==> config.mk <==
export PLATFORM = sky130hd
export DESIGN_NAME = lif_spike_monitor_flat
export DESIGN_NICKNAME = d
export VERILOG_FILES = /design/src/rtl/lif_pkg.sv /design/src/rtl/lif_spike_monitor_if.sv /design/src/rtl/lif_sat_counter.sv /design/src/rtl/lif_spike_monitor.sv /design/src/flat_wrapper.sv
export SDC_FILE = /design/constraint.sdc
export NUM_CORES = 1
export LEC_CHECK = 0
export ABC_CLOCK_PERIOD_IN_PS = 5800
export BUFFER_PORTS_ARGS = -buffer_cell sky130_fd_sc_hd__buf_2
export CAP_MARGIN = 15
export CELL_PAD_IN_SITES_DETAIL_PLACEMENT = 0
export CELL_PAD_IN_SITES_GLOBAL_PLACEMENT = 1
export CORE_AREA = 3 3 102 104
export CTS_CLUSTER_DIAMETER = 100
export CTS_CLUSTER_SIZE = 12
export DETAILED_ROUTE_END_ITERATION = 8
export DIE_AREA = 0 0 105 107
export PLACE_DENSITY = 0.9
export SYNTH_ARGS = -nofsm -noshare
export SYNTH_HDL_FRONTEND = slang
export SYNTH_HIERARCHICAL = 1
export SYNTH_SLANG_ARGS = --single-unit
==> constraint.sdc <==
create_clock -name clk -period 5.8 [get_ports clk]
set_input_delay 1.16 -clock clk [delete_from_list [all_inputs] [get_ports clk]]
set_output_delay 1.16 -clock clk [all_outputs]
set_load 0.01 [all_outputs]
==> src/rtl/lif_pkg.sv <==
// Shared types and defaults for the lif spike monitor.
// Imported by the monitor top and its accumulators.
package lif_pkg;

  typedef enum logic {
    IDLE  = 1'b0,
    COUNT = 1'b1
  } state_t;

  localparam int DIR_N = 0;
  localparam int DIR_E = 1;
  localparam int DIR_S = 2;
  localparam int DIR_W = 3;

  localparam int DEF_CNT_W     = 8;
  localparam int DEF_WIN_LEN   = 64;
  localparam int DEF_QUIET_LEN = 16;

endpackage

==> src/rtl/lif_spike_monitor_if.sv <==
// Result handshake bundle of the spike monitor.
// The monitor is master; the consumer is slave.
interface lif_spike_monitor_if #(
  parameter int CNT_W = 8
) ();

  logic             out_valid;
  logic             out_ready;
  logic [CNT_W-1:0] cnt0;
  logic [CNT_W-1:0] cnt1;
  logic [CNT_W-1:0] cnt2;
  logic [CNT_W-1:0] cnt3;
  logic [3:0]       sat;

  modport master (
    output out_valid,
    output cnt0,
    output cnt1,
    output cnt2,
    output cnt3,
    output sat,
    input  out_ready
  );

  modport slave (
    input  out_valid,
    input  cnt0,
    input  cnt1,
    input  cnt2,
    input  cnt3,
    input  sat,
    output out_ready
  );

endinterface

==> src/rtl/lif_sat_counter.sv <==
// Saturating spike accumulator with sticky overflow flag.
// Clear has priority over increment.
module lif_sat_counter #(
  parameter int CNT_W = 8
) (
  input  logic             clk,
  input  logic             rst_n,
  input  logic             clr,
  input  logic             inc,
  output logic [CNT_W-1:0] q,
  output logic             sat
);

  localparam logic [CNT_W-1:0] MAX = '1;

  // count up, pin at max and remember the overflow
  always_ff @(posedge clk or negedge rst_n) begin
    if (!rst_n) begin
      q   <= '0;
      sat <= 1'b0;
    end else if (clr) begin
      q   <= '0;
      sat <= 1'b0;
    end else if (inc) begin
      if (q == MAX) sat <= 1'b1;
      else          q   <= q + 1'b1;
    end
  end

endmodule

==> src/rtl/lif_spike_monitor.sv <==
// Per-window spike counter and quiescence detector
// for a single lif cell, with a one-deep result buffer.
module lif_spike_monitor
  import lif_pkg::*;
#(
  parameter int CNT_W     = DEF_CNT_W,
  parameter int WIN_LEN   = DEF_WIN_LEN,
  parameter int QUIET_LEN = DEF_QUIET_LEN
) (
  input  logic                clk,
  input  logic                rst_n,
  input  logic                enable,
  input  logic [3:0]          cell_state,
  output logic                dropped,
  output logic                quiet,
  lif_spike_monitor_if.master mon
);

  localparam int WC_W = (WIN_LEN > 2) ? $clog2(WIN_LEN) : 1;
  localparam int QC_W = $clog2(QUIET_LEN + 1);

  localparam logic [WC_W-1:0]  WC_LAST = WC_W'(WIN_LEN - 1);
  localparam logic [QC_W-1:0]  QC_MAX  = QC_W'(QUIET_LEN);
  localparam logic [CNT_W-1:0] CNT_MAX = '1;

  state_t           r_state;
  logic [WC_W-1:0]  r_wcnt;
  logic [QC_W-1:0]  r_qcnt;
  logic             r_quiet;
  logic             r_valid;
  logic             r_dropped;
  logic [CNT_W-1:0] r_cnt [4];
  logic [3:0]       r_sat;

  logic             w_run;
  logic             w_last;
  logic             w_clr;
  logic [3:0]       w_inc;
  logic [CNT_W-1:0] w_acc [4];
  logic [3:0]       w_acc_sat;
  logic [CNT_W-1:0] w_fin [4];
  logic [3:0]       w_fin_sat;
  logic [QC_W-1:0]  w_qnext;

  assign w_run  = (r_state == COUNT) && enable;
  assign w_last = w_run && (r_wcnt == WC_LAST);
  assign w_clr  = !w_run || w_last;
  assign w_inc  = {4{w_run}} & cell_state;

  for (genvar g = 0; g < 4; g++) begin : g_acc
    lif_sat_counter #(
      .CNT_W (CNT_W)
    ) u_acc (
      .clk   (clk),
      .rst_n (rst_n),
      .clr   (w_clr),
      .inc   (w_inc[g]),
      .q     (w_acc[g]),
      .sat   (w_acc_sat[g])
    );
  end

  // final window value includes the sample taken this cycle
  always_comb begin
    w_fin_sat = '0;
    for (int i = 0; i < 4; i++) begin
      w_fin[i] = w_acc[i];
      if (w_inc[i]) begin
        if (w_acc[i] == CNT_MAX) w_fin_sat[i] = 1'b1;
        else                     w_fin[i] = w_acc[i] + 1'b1;
      end
      w_fin_sat[i] = w_fin_sat[i] | w_acc_sat[i];
    end
  end

  // next quiet count: zero samples climb, any spike restarts
  always_comb begin
    w_qnext = '0;
    if (w_run && (cell_state == 4'b0000)) begin
      if (r_qcnt == QC_MAX) w_qnext = QC_MAX;
      else                  w_qnext = r_qcnt + 1'b1;
    end
  end

  // control FSM with window and quiet counters
  always_ff @(posedge clk or negedge rst_n) begin
    if (!rst_n) begin
      r_state <= IDLE;
      r_wcnt  <= '0;
      r_qcnt  <= '0;
      r_quiet <= 1'b0;
    end else begin
      unique case (r_state)
        IDLE: begin
          r_wcnt  <= '0;
          r_qcnt  <= '0;
          r_quiet <= 1'b0;
          if (enable) r_state <= COUNT;
        end
        COUNT: begin
          if (!enable) begin
            r_state <= IDLE;
            r_wcnt  <= '0;
            r_qcnt  <= '0;
            r_quiet <= 1'b0;
          end else begin
            r_wcnt  <= w_last ? '0 : r_wcnt + 1'b1;
            r_qcnt  <= w_qnext;
            r_quiet <= (w_qnext == QC_MAX);
          end
        end
      endcase
    end
  end

  // one-deep result buffer; a full unread buffer drops new windows
  always_ff @(posedge clk or negedge rst_n) begin
    if (!rst_n) begin
      r_valid   <= 1'b0;
      r_dropped <= 1'b0;
      r_sat     <= '0;
      for (int i = 0; i < 4; i++) r_cnt[i] <= '0;
    end else if (w_last) begin
      if (!r_valid || mon.out_ready) begin
        r_valid <= 1'b1;
        r_sat   <= w_fin_sat;
        for (int i = 0; i < 4; i++) r_cnt[i] <= w_fin[i];
      end else begin
        r_dropped <= 1'b1;
      end
    end else if (r_valid && mon.out_ready) begin
      r_valid <= 1'b0;
    end
  end

  assign mon.out_valid = r_valid;
  assign mon.cnt0      = r_cnt[DIR_N];
  assign mon.cnt1      = r_cnt[DIR_E];
  assign mon.cnt2      = r_cnt[DIR_S];
  assign mon.cnt3      = r_cnt[DIR_W];
  assign mon.sat       = r_sat;
  assign dropped       = r_dropped;
  assign quiet         = r_quiet;

endmodule

==> src/flat_wrapper.sv <==
// flat-port wrapper written by rule: the top's interface ports become plain ports
module lif_spike_monitor_flat import lif_pkg::*;
#(
  parameter int CNT_W     = DEF_CNT_W,
  parameter int WIN_LEN   = DEF_WIN_LEN,
  parameter int QUIET_LEN = DEF_QUIET_LEN
)
  (clk, rst_n, enable, cell_state, dropped, quiet, mon_out_valid, mon_cnt0, mon_cnt1, mon_cnt2, mon_cnt3, mon_sat, mon_out_ready);
  lif_spike_monitor_if #(.CNT_W(CNT_W)) mon_i ();
  input  logic clk;
  input  logic rst_n;
  input  logic enable;
  input  logic [3:0] cell_state;
  output logic dropped;
  output logic quiet;
  output wire logic [$bits(mon_i.out_valid)-1:0] mon_out_valid;
  output wire logic [$bits(mon_i.cnt0)-1:0] mon_cnt0;
  output wire logic [$bits(mon_i.cnt1)-1:0] mon_cnt1;
  output wire logic [$bits(mon_i.cnt2)-1:0] mon_cnt2;
  output wire logic [$bits(mon_i.cnt3)-1:0] mon_cnt3;
  output wire logic [$bits(mon_i.sat)-1:0] mon_sat;
  input wire logic [$bits(mon_i.out_ready)-1:0] mon_out_ready;
  assign mon_out_valid = mon_i.out_valid;
  assign mon_cnt0 = mon_i.cnt0;
  assign mon_cnt1 = mon_i.cnt1;
  assign mon_cnt2 = mon_i.cnt2;
  assign mon_cnt3 = mon_i.cnt3;
  assign mon_sat = mon_i.sat;
  assign mon_i.out_ready = mon_out_ready;
  lif_spike_monitor #(.CNT_W(CNT_W), .WIN_LEN(WIN_LEN), .QUIET_LEN(QUIET_LEN)) u_core (.clk(clk), .rst_n(rst_n), .enable(enable), .cell_state(cell_state), .dropped(dropped), .quiet(quiet), .mon(mon_i));
endmodule
==> results of run 1 <==
==> routing by layer <==
metal | up-vias | GRT usage [%]
li1 | 1906 | -
met1 | 1951 | 26.5
met2 | 108 | 33.3
met3 | 16 | 3.19
met4 | 0 | 7.69
met5 | - | 0
==> path summary, 6_finish.rpt <==
check                      cells past startpoint  slack, ns              from                          to
min in group asynchronous                      1       0.75             rst_n  u_core/g_acc[3].u_acc/q[4]
min                                            1       0.46  u_core/r_wcnt[0]            u_core/r_wcnt[0]
max in group asynchronous                      2       4.02             rst_n          u_core/mon.cnt2[4]
max reg2reg                                    7       3.31  u_core/r_wcnt[0]  u_core/g_acc[1].u_acc/q[5]
min reg2reg                                    1       0.46  u_core/r_wcnt[0]            u_core/r_wcnt[0]
max                                            5       3.20            enable  u_core/g_acc[1].u_acc/q[5]
==> worst register-to-register path, cell delays in order, from the launching register on <==
cell     delay (ns)
dfrtp_1        0.40
ha_1           0.24
nand3_2        0.14
or2_2          0.17
nand3_1        0.41
buf_4          0.42
or4_1          0.55
o21ai_0        0.08
==> Yosys cell counts, types with 3 or more instances <==
cell       n  share of area [%]
ha_1      11                2.9
dfrtp_1   87                 45
a211oi_1  14                2.2
a311oi_1   8                1.5
a21boi_1   4               0.63
nand3_1   14                1.5
clkbuf_1   5               0.39
and3_2     4               0.63
nand4_1   14                1.8
mux2_2     4               0.94
o31ai_1   11                1.7
buf_4      6               0.94
buf_2      4               0.42
a31oi_1   10                1.3
nor3_1     6               0.63
mux2i_1    9                1.9
and4b_1    4               0.83
and3_1    18                2.3
a21boi_2   4               0.94
or4_1      4               0.63
o21ai_0   25                2.6
nand4_4    4                1.8
nand2_1   56                4.4
xnor2_1    4               0.73
nor2b_1    6               0.78
xor2_1    10                1.8
inv_1     18                1.4
nor2_1    33                2.6
buf_6      4               0.94
o41ai_1    5               0.91
a21oi_1   30                3.1
o311ai_1   4               0.73
a41oi_1    3               0.55
and4_1    10                1.8
mux2_4     4                1.3
==> layout make-up <==
type	count	area [µm²]
clock buffer	10	138
clock inverter	6	92.6
fill	895	4320
inverter	18	67.6
multi-input combinational	362	2430
sequential	87	2180
tap	133	166
timing repair buffer	48	248
==> metrics by stage <==
step / instance area (µm²) / hold WS, ns / worst slack [ns] / std cells
6_report: 5320 / 0.464 / 3.20 / 664
5_1_grt: 5320 / 0.489 / 3.09 / 664
4_1_cts: 5320 / 0.474 / 3.22 / 664
3_5_place_dp: 5090 / 0.459 / 2.82 / 648
3_3_place_gp: 5090 / 0.452 / 2.87 / 648
2_1_floorplan: 4800 / 0.433 / 3.28 / 486
==> flip-flops by register name (all words and copies together), names as in the netlist <==
| signal | count |
|---|---|
| u_core/dropped | 1 |
| u_core/g_acc.u_acc/q | 32 |
| u_core/g_acc.u_acc/sat | 4 |
| u_core/mon.cnt0 | 8 |
| u_core/mon.cnt1 | 8 |
| u_core/mon.cnt2 | 8 |
| u_core/mon.cnt3 | 8 |
| u_core/mon.out_valid | 1 |
| u_core/mon.sat | 4 |
| u_core/quiet | 1 |
| u_core/r_qcnt | 5 |
| u_core/r_state | 1 |
| u_core/r_wcnt | 6 |
==> power by group through the flow <==
stage	logic [mW]	clock network [mW]	registers (mW)
2_1_floorplan	0.0225	0	0.622
3_3_place_gp	0.0404	0	0.623
3_5_place_dp	0.0416	0	0.623
4_1_cts	0.0416	0.495	0.611
5_1_grt	0.0459	0.525	0.612
6_report	0.0404	0.486	0.611
==> kinds of logic (layout without fill, tap and decap cells) <==
| kind of cell | Yosys count | in the layout | synth area share, % |
|---|---|---|---|
| DFF | 87 | 87 | 45.4 |
| xor gates and xnor gates | 14 | 14 | 2.56 |
| adders and majority gates | 11 | 11 | 2.87 |
| AOI/OAI and AO/OA | 132 | 132 | 18.7 |
| buffers and inverters | 37 | 82 | 4.09 |
| and+or+nand+nor | 188 | 188 | 22.4 |
| muxes | 17 | 17 | 4.07 |
==> flow_summary.ini, run 1 <==
[clock_tree]
cts_setup_buffers = 0
clockBufferDepth = 2
numCtsBuffers = 9
cts_max_level = 3
cts_tree = built
cts.sinks = 87
path_clk_slew_ns = 0.09
clock_latency_ns = 0.36
cts_resized = 0
cts_root_buffer = clkbuf_8
holdBufCountCts = 0

[grt]
antenna_found_initial = 0
track_usage_pct = 20.1
grt_pass1_wl_mm = 18.6
grt_max_degree = 52
overflow = 0
grt_pass1_vias = 3897

[placement]
hpwl_mm = 7.44
gp_congestion = 0.830
portBuffers = 46

[worst_setup_path]
crit_path_end_kind = flip-flop
crit_chain = buf_2 -> nand3_1 -> buf_4 -> or4_1 -> o21ai_0
critPathBufInv = 2
cp-start-kind = input port
path_delay_family = simple AND/OR/NAND/NOR gates
crit_fanout = 30
crit_path_top_delay_cell = or4_1
critical_path_arrival_ns = 2.88
cp_slowest_stage_delay_ns = 0.54
required_ns = 6.08
worstSetupPathType = input port to flip-flop

[finish]
utilization_pct = 55.2
drive_above_1_share_pct = 17.5
n_antenna_cell = 0
mostFrequentLayoutCells = 87 x dfrtp_1, 56 x nand2_1, 45 x buf_2
fin_nets = 545
final_common_cell = dfrtp_1
syn2layout_area_growth_pct = 10.9

[power]
p_leak_nw = 2.44
internal-power_mw = 0.874
seqPwrFrac_pct = 53.7
vdd_drop_max_mv = 0.131
powerDensity_nw_per_um2 = 214
design_power_total_mw = 1.14
clkPwrFrac_pct = 42.7
swShare_pct = 23.2
combPwrFrac_pct = 3.6
p_switching_mw = 0.264

[yosys]
syn_inst = 486
ys_types = 56
ys_seq_area_share_pct = 45.4
async_flop_share_pct = 100
ys.flop_type = dfrtp_1
synth_seq_cells = 87
syn_avg_cell_area_um2 = 9.87
syn-num-nets = 505
synth_edf_count = 0
synthesis.area_um2 = 4800
yosysWarnings = 6

[job]
maxCapViolations = 0

[timing]
slew-limit-headroom_pct = 34.8
final_max_slew_viol_count = 0
fin_tns_setup_ns = 0
worstMarginPinSlew_ns = 0.970
fin_crit_sh_pct = 44.8
skew_ns = 0.0144
fmax_mhz = 385
hold_viol = 0
rsz0062_at_grt = no
setup_viol = 0
final.min_clock_period_ns = 2.60

[drt]
met2_length_mm = 5.24
post_drt_via_cell_ratio = 6.00
wire_per_inst_um = 16.4
wl_met3_um = 401
ant_nets = 0
routed_wl_mm = 10.9
vias = 3981
drt_iter0_drc = 200
drtPass1Iterations = 4
top_layer = met4
drc_errors = 0
drt-met1-wl_mm = 5.00

[die]
io_pins = 47
dieArea_um2 = 11200
core_area_um2 = 9640
die_h_um = 107
initial_core_util_pct = 49.8
fp.dieW_um = 105
placementRows = 36

[outcome]
status = completed

[min_path]
hold_path_class = flip-flop to flip-flop
Note: power is estimated with default switching activity, not from simulation.
==> inputs of run 2 (changes only) <==
ABC_CLOCK_PERIOD_IN_PS = 2300   (was 5800)
CORE_AREA = 3 3 111 113   (was 3 3 102 104)
DIE_AREA = 0 0 114 116   (was 0 0 105 107)
PLACE_DENSITY = 0.82   (was 0.9)
clock period = 2.3 ns   (was 5.8 ns; I/O delays follow)
==> flow_summary.ini, run 2 (same netlist as run 1, synthesis figures left out) <==
[outcome]
status = completed

[clock_tree]
cts_tree = built
cts_root_buffer = clkbuf_16
clock_latency_ns = 0.34
numCtsBuffers = 9
path_clk_slew_ns = 0.06
cts_max_level = 3
cts_resized = 0
cts_setup_buffers = 0
clockBufferDepth = 2
holdBufCountCts = 0
cts.sinks = 87

[worst_setup_path]
reg2reg_slack_ns = 0.20
startpoint = u_core/r_wcnt[0]
cp-start-kind = flip-flop
timing.rr.start = u_core/r_wcnt[0]
crit_path_end_kind = flip-flop
required_ns = 2.54
critPathBufInv = 1
crit_path_top_delay_cell = or4_1
worstSetupPathType = flip-flop to flip-flop
critical_path_arrival_ns = 2.34
crit_chain = ha_1 -> nand3_2 -> or2_2 -> nand3_1 -> buf_4 -> or4_1 -> o21ai_0
cp_slowest_stage_delay_ns = 0.53
path_delay_family = simple AND/OR/NAND/NOR gates
crit_fanout = 19

[power]
combPwrFrac_pct = 3.4
swShare_pct = 20.5
p_switching_mw = 0.669
p_leak_nw = 2.54
vdd_drop_max_mv = 0.543
powerDensity_nw_per_um2 = 592
seqPwrFrac_pct = 47.2
internal-power_mw = 2.60
clkPwrFrac_pct = 49.4

[timing]
final_max_slew_viol_count = 0
setup_viol = 0
slew-limit-headroom_pct = 62.6
worstMarginPinSlew_ns = 0.561
fin_tns_setup_ns = 0
skew_ns = 0.00543
hold_viol = 0
hold_ws_ns = 0.116
fin_crit_sh_pct = 91.2
final.min_clock_period_ns = 2.10
fmax_mhz = 477
rsz0062_at_grt = no

[drt]
routed_wl_mm = 10.7
wire_per_inst_um = 15.7
vias = 3942
ant_nets = 0
drt_iter0_drc = 206
post_drt_via_cell_ratio = 5.79
drc_errors = 0
drtPass1Iterations = 4

[grt]
grt_pass1_wl_mm = 18.6
overflow = 0
track_usage_pct = 17.3
grt_pass1_vias = 3789
grt_max_degree = 52
antenna_found_initial = 0

[finish]
mostFrequentLayoutCells = 87 x dfrtp_1, 56 x nand2_1, 45 x buf_2
n_antenna_cell = 0
final_common_cell = dfrtp_1
top_register = u_core/g_acc.u_acc/q
drive_above_1_share_pct = 18.6
largest_reg_flops = 32
syn2layout_area_growth_pct = 15.1
fin_nets = 553

[die]
fp.dieW_um = 114
placementRows = 39
io_pins = 47
initial_core_util_pct = 42.0
core_area_um2 = 11400
die_h_um = 116
dieArea_um2 = 13200

[job]
maxCapViolations = 0

[min_path]
hold_path_class = input port to asynchronous set/reset pin

[placement]
hpwl_mm = 7.47
gp_congestion = 0.785
portBuffers = 46
run 2: cell types whose count changed in the layout (fill, tap and decap cells not counted), moves of 2 or more:
cell	delta
buf_12	+2
clkbuf_8	-7
clkinvlp_4	-2
buf_4	+6
clkbuf_16	+9
run 2: metal layers:
| layer | wire length, µm | vias to the layer above | GRT usage [%] |
|---|---|---|---|
| met2 | 4980 | 89 | 27.8 |
| met3 | 517 | 13 | 4.44 |
| met4 | 167 | 0 | 5.30 |
| met5 | 0 | - | 0 |
| met1 | 5020 | 1908 | 23.0 |
| li1 | - | 1932 | - |
run 2: worst paths after layout:
| check | end | cells past startpoint |
|---|---|---|
| max reg2reg | u_core/g_acc[3].u_acc/q[5] | 7 |
| min in group clk | u_core/r_state | 1 |
| max in group asynchronous | u_core/g_acc[2].u_acc/q[7] | 2 |
| max | u_core/g_acc[3].u_acc/q[5] | 7 |
| min | u_core/g_acc[3].u_acc/q[5] | 1 |
| min reg2reg | u_core/r_wcnt[0] | 1 |
run 2: stage by stage:
step                util [%]  power, mW  area, µm²  setup slack, ns  cells
global placement        45.4       1.68       5190            0.206    666
floorplan                  -       1.63       4800            0.416    486
detailed placement      45.4       1.68       5190            0.224    666
finish                  48.3       3.27       5520            0.202    681
CTS                     48.3       3.32       5520            0.221    681
global route            48.3       3.39       5520            0.137    681
run 2: worst reg2reg max path, cell delays in order (launching register included):
cell,delay (ns)
dfrtp_1,0.39
ha_1,0.24
nand3_2,0.14
or2_2,0.16
nand3_1,0.16
buf_4,0.26
or4_1,0.54
o21ai_0,0.11
run 2: cell type report:
type                    instances  area [µm²]
fillers                      1060        5900
clock inverters                 3        65.1
clock buffers                  12         267
well taps                     143         179
multi-input cells             362        2430
inverters                      18        67.6
flip-flops and latches         87        2180
repair buffers                 56         333
run 2: power by group through the flow:
stage | registers (mW) | clock network [mW] | logic, mW
after floorplan | 1.57 | 0 | 0.0567
after global placement | 1.57 | 0 | 0.112
after detailed placement | 1.57 | 0 | 0.114
after CTS | 1.54 | 1.66 | 0.115
after global routing | 1.54 | 1.72 | 0.127
final | 1.54 | 1.61 | 0.111
